**src/rtl/wb_regfile_pkg.sv**
```systemverilog
// Shared constants for the writeback register file.
package wb_regfile_pkg;

  localparam int DEF_DATA_W = 32;
  localparam int DEF_ADDR_W = 5;
  localparam int ZERO_REG   = 0;

endpackage

```
**src/rtl/wb_regfile_wb_select.sv**
```systemverilog
// Writeback-value select: load data or ALU result.
module wb_select #(
  parameter int DATA_W = 32
) (
  input  logic              memtoreg,
  input  logic [DATA_W-1:0] rd,
  input  logic [DATA_W-1:0] aluresult,
  output logic [DATA_W-1:0] sel
);

  // Pure mux, independent of the write enable so EX forwarding always sees it.
  always_comb begin
    sel = memtoreg ? rd : aluresult;
  end

endmodule

```
**src/rtl/wb_regfile.sv**
```systemverilog
// Writeback-stage register file with two combinational read ports and
// a committed-write counter. Register 0 is hard-wired to zero.
// Optional feature macro: WB_REGFILE_BYPASS_EN -- when defined, a read of the
// register being written this cycle returns the incoming writeback value.
module wb_regfile
  import wb_regfile_pkg::*;
#(
  parameter int DATA_W = DEF_DATA_W,
  parameter int ADDR_W = DEF_ADDR_W
) (
  input  logic              clk,
  input  logic              rst,
  input  logic              WB_memtoreg,
  input  logic              WB_regwrite,
  input  logic [DATA_W-1:0] WB_rd,
  input  logic [DATA_W-1:0] WB_aluresult,
  input  logic [ADDR_W-1:0] WB_writereg,
  input  logic [ADDR_W-1:0] rs_addr,
  input  logic [ADDR_W-1:0] rt_addr,
  output logic [DATA_W-1:0] rs_data,
  output logic [DATA_W-1:0] rt_data,
  output logic [DATA_W-1:0] wb_data,
  output logic [31:0]       wb_count
);

  localparam int NREG = 2 ** ADDR_W;
  localparam logic [ADDR_W-1:0] ZERO_IDX = ADDR_W'(ZERO_REG);

  logic [DATA_W-1:0] regs_q [NREG];
  logic [31:0]       count_q;
  logic              commit;

  wb_select #(.DATA_W(DATA_W)) u_wb_select (
    .memtoreg (WB_memtoreg),
    .rd       (WB_rd),
    .aluresult(WB_aluresult),
    .sel      (wb_data)
  );

  // A write only lands when enabled, not aimed at r0, and not overridden by reset.
  assign commit = WB_regwrite && (WB_writereg != ZERO_IDX) && !rst;

  // Register storage: reset clears everything, otherwise commit one write.
  always_ff @(posedge clk) begin
    if (rst) begin
      for (int i = 0; i < NREG; i++) begin
        regs_q[i] <= '0;
      end
    end else if (commit) begin
      regs_q[WB_writereg] <= wb_data;
    end
  end

  // Committed-write counter; wraps silently at 2^32.
  always_ff @(posedge clk) begin
    if (rst) begin
      count_q <= '0;
    end else if (commit) begin
      count_q <= count_q + 32'd1;
    end
  end

  assign wb_count = count_q;

  // Read port rs: r0 reads zero, optional same-cycle write-through.
  always_comb begin
    rs_data = regs_q[rs_addr];
    if (rs_addr == ZERO_IDX) begin
      rs_data = '0;
`ifdef WB_REGFILE_BYPASS_EN
    end else if (commit && (rs_addr == WB_writereg)) begin
      rs_data = wb_data;
`endif
    end
  end

  // Read port rt: same rules as rs, evaluated independently.
  always_comb begin
    rt_data = regs_q[rt_addr];
    if (rt_addr == ZERO_IDX) begin
      rt_data = '0;
`ifdef WB_REGFILE_BYPASS_EN
    end else if (commit && (rt_addr == WB_writereg)) begin
      rt_data = wb_data;
`endif
    end
  end

endmodule

```
**config.mk**
```make
export PLATFORM = sky130hd
export DESIGN_NAME = wb_regfile
export DESIGN_NICKNAME = d
export VERILOG_FILES = /design/src/rtl/wb_regfile_pkg.sv /design/src/rtl/wb_regfile_wb_select.sv /design/src/rtl/wb_regfile.sv
export SDC_FILE = /design/constraint.sdc
export NUM_CORES = 2
export LEC_CHECK = 0
export CAP_MARGIN = 20
export CORE_MARGIN = 10
export CORE_UTILIZATION = 48
export DETAILED_ROUTE_END_ITERATION = 10
export PLACE_DENSITY = 0.74
export SYNTH_ARGS = -nofsm -noshare
export SYNTH_HDL_FRONTEND = slang
export SYNTH_SLANG_ARGS = --single-unit
```
**constraint.sdc**
```tcl
create_clock -name clk -period 2.95 [get_ports clk]
set_input_delay 0.59 -clock clk [delete_from_list [all_inputs] [get_ports clk]]
set_output_delay 0.59 -clock clk [all_outputs]
set_load 0.05 [all_outputs]
```
==> results_dict.tcl <==
set metrics [dict create \
    critPathTopFamily "multiplexers" \
    fmax_mhz 316 \
    max_cap_viol_count 0 \
    cts_tree "yes" \
    rows 123 \
    dp_hpwl_um 115000 \
    synthFlopType "edfxtp_1" \
    start_util 0.483 \
    fill_cells 7910 \
    synth_top_cell_area_share 0.568 \
    period_minus_slack_ns 3.16 \
    hold_viol 0 \
    root_buffer "clkbuf_16" \
    ios 211 \
    p_leak_nw 24.5 \
    slowest_delay_ns 0.49 \
    timing.final.crit_share 1.07 \
    finalSetupViolCount 57 \
    synth_area_um2 54200 \
    yosysWarnings 0 \
    die-area_um2 127000 \
    synth_most_common_cell "edfxtp_1" \
    grt_pass1_vias 39776 \
    hp-class "in2reg" \
    grt_pass1_wl_um 273000 \
    rrSetupSlack_ns 0.96 \
    crit_slowest_cell "mux4_2" \
    avgRoutedWirePerCell_um 32.8 \
    synthCells 3790 \
    synth_commonest_cells "1024 x edfxtp_1, 1011 x nor2_1, 448 x mux4_2" \
    drt-total-wl_um 191000 \
    worstPathArrival_ns 2.57 \
    drive_gt1_frac 0.344 \
    port_buffers 210 \
    clock_sinks 1056 \
    synth_edf_count 1024 \
    hold_depth 3 \
    status "finished, violations left" \
    r2r_start "wb_count[2]" \
    min_from "rst" \
    postCtsHoldBufs 0 \
    fin_util 0.609 \
    cts_max_level 3 \
    p_total_mw 38.2 \
    via_per_inst 6.77 \
    clock_skew_ns 0.00583 \
    required_ns 2.36 \
    tightest_slew_ns 0.844 \
    rsz0062_at_grt "yes" \
    cts_buffers 107 \
    syn_area_per_cell_um2 14.3 \
    slew_viol_final 0 \
    max-clock-path-buffers 3 \
    ir_drop_v 0.000428 \
    gr-total-overflow 0 \
    layout.cells.non_filler 5825 \
    antenna_found_initial 4 \
    worstPathCellList "mux4_2 -> mux2i_2 -> a221o_1 -> a31oi_2 -> buf_6 -> buf_12" \
    clock_latency_ns 0.68 \
    cp_num_buf_inv 2 \
    die_w_um 356 \
    synth.largest_area_cell "edfxtp_1" \
    dp.cells 5558 \
    worstPathMaxFanout 2 \
    core_um2 112000 \
    gp_congestion 0.880 \
    grt_max_degree 102 \
    clkSlewWorstSetupHoldPaths_ns 0.06 \
    vias 39452 \
    ant_nets 0 \
    grt_usage 0.293 \
    yosys-top-cells-area "edfxtp_1 57%, mux4_2 19%, nor2_1 7.0%, mux2i_1 5.3%, clkbuf_1 1.9%" \
    drc 0 \
    r2r-end "wb_count[31]" \
    drtIter0Drc 6608 \
    ys_ff_latch 1056 \
    rr_worst_depth 4 \
    whs_endpoint "wb_count[0]" \
    crit_type "reg2out" \
    fin_nets 4326 \
    violations "negative setup slack" \
    ys_seq_area_frac 0.580 \
    critical_path_depth 6 \
    end_kind "output pin" \
    die_h_um 356 \
    power_density_nw_per_um2 558 \
    ys_types 54 \
    synthToLayoutAreaGrowth_pct 26.2 \
    first_pass_iters 6 \
    synthArstFlopShare 0 \
    start_kind "flop" \
    slew_headroom 0.436 \
    timing.final.ws_setup_ns -0.211 \
    dp_slack_ns -0.307 \
]
## cells by family after synthesis
logic type | share of synthesized area
AO/OA/AOI/OAI | 0.0501
flip-flops | 0.580
multiplexers | 0.241
other | 0.0000692
buffers and inverters | 0.0408
XOR/XNOR | 0.000647
adder cells (fa/ha/maj) | 0.000231
AND/OR/NAND/NOR | 0.0877
## cells in the final DEF, fill, tap and decap left out, drive strengths merged, types with 13 or more instances in the layout
cell           instances
a21oi                 21
a221o                 64
a221oi                64
a22oi                 64
a31oi                 64
buf                  609
clkbuf               137
clkdlybuf4s50        102
clkinv                41
conb                  32
dfxtp                 32
edfxtp              1024
inv                   40
mux2i                289
mux4                 448
nand2                 34
nand2b                32
nand3                 13
nor2                1012
nor2b                 14
o21ai                 74
## sequential cells by signal (all words and copies together) (netlist names)
name and flops:
regs_q 1024, wb_count 32
## per-stage QoR
stage / TNS [ns] / instance area, um^2 / hold WS [ns]
5_1_grt: -5.83 / 68400 / 0.531
3_5_place_dp: -12.25 / 62600 / 0.490
6_report: -5.21 / 68400 / 0.495
2_1_floorplan: 0 / 54700 / 0.712
4_1_cts: -4.51 / 67800 / 0.498
3_3_place_gp: -12.03 / 62600 / 0.475
## final cells by class
type                    count  area, um^2  area share
diodes                      1        2.50   0.0000366
clock buffers             131        2770      0.0405
clock inverters            60         561     0.00820
inverters                  38         146     0.00214
multi-input cells        2313       22500       0.328
flip-flops and latches   1056       31400       0.459
well taps                1500        1880      0.0274
repair buffers            726        9170       0.134
## per-layer routing
layer | part of all wire | track usage | vias to the layer above
met5 | 0.00016 | 0 | -
met4 | 0.068 | 0.177 | 4
met3 | 0.15 | 0.0901 | 693
met1 | 0.33 | 0.366 | 19635
li1 | - | - | 15571
met2 | 0.46 | 0.447 | 3549
## how the worst max path moves through the flow
stage / startpoint / end / slack [ns]
floorplan: rt_addr[2] / rt_data[1] / 0.09
global placement: rt_addr[1] / rt_data[0] / -0.31
detailed placement: rt_addr[1] / rt_data[3] / -0.31
CTS: regs_q[15][30] / rt_data[30] / -0.19
global route: regs_q[10][22] / rt_data[22] / -0.23
finish: regs_q[8][22] / rt_data[22] / -0.21
## worst min-delay path: stages
cell and delay [ns]:
buf_4 0.15, buf_12 0.23, nor2_1 0.15
## power by group
part	internal, mW	switching (mW)
sequential	17.2	0.445
combinational	3.21	3.90
clock	7.51	5.85
total	28.0	10.2
## timing repair
item	4_1_cts	5_1_grt
pin swaps	52	48
hold endpoints to repair	0	0
setup buffers	29	19
endpoints found under the setup margin	64	64
resized for setup	203	65
cloned	23	6
Note: power is estimated with default switching activity, not from simulation.
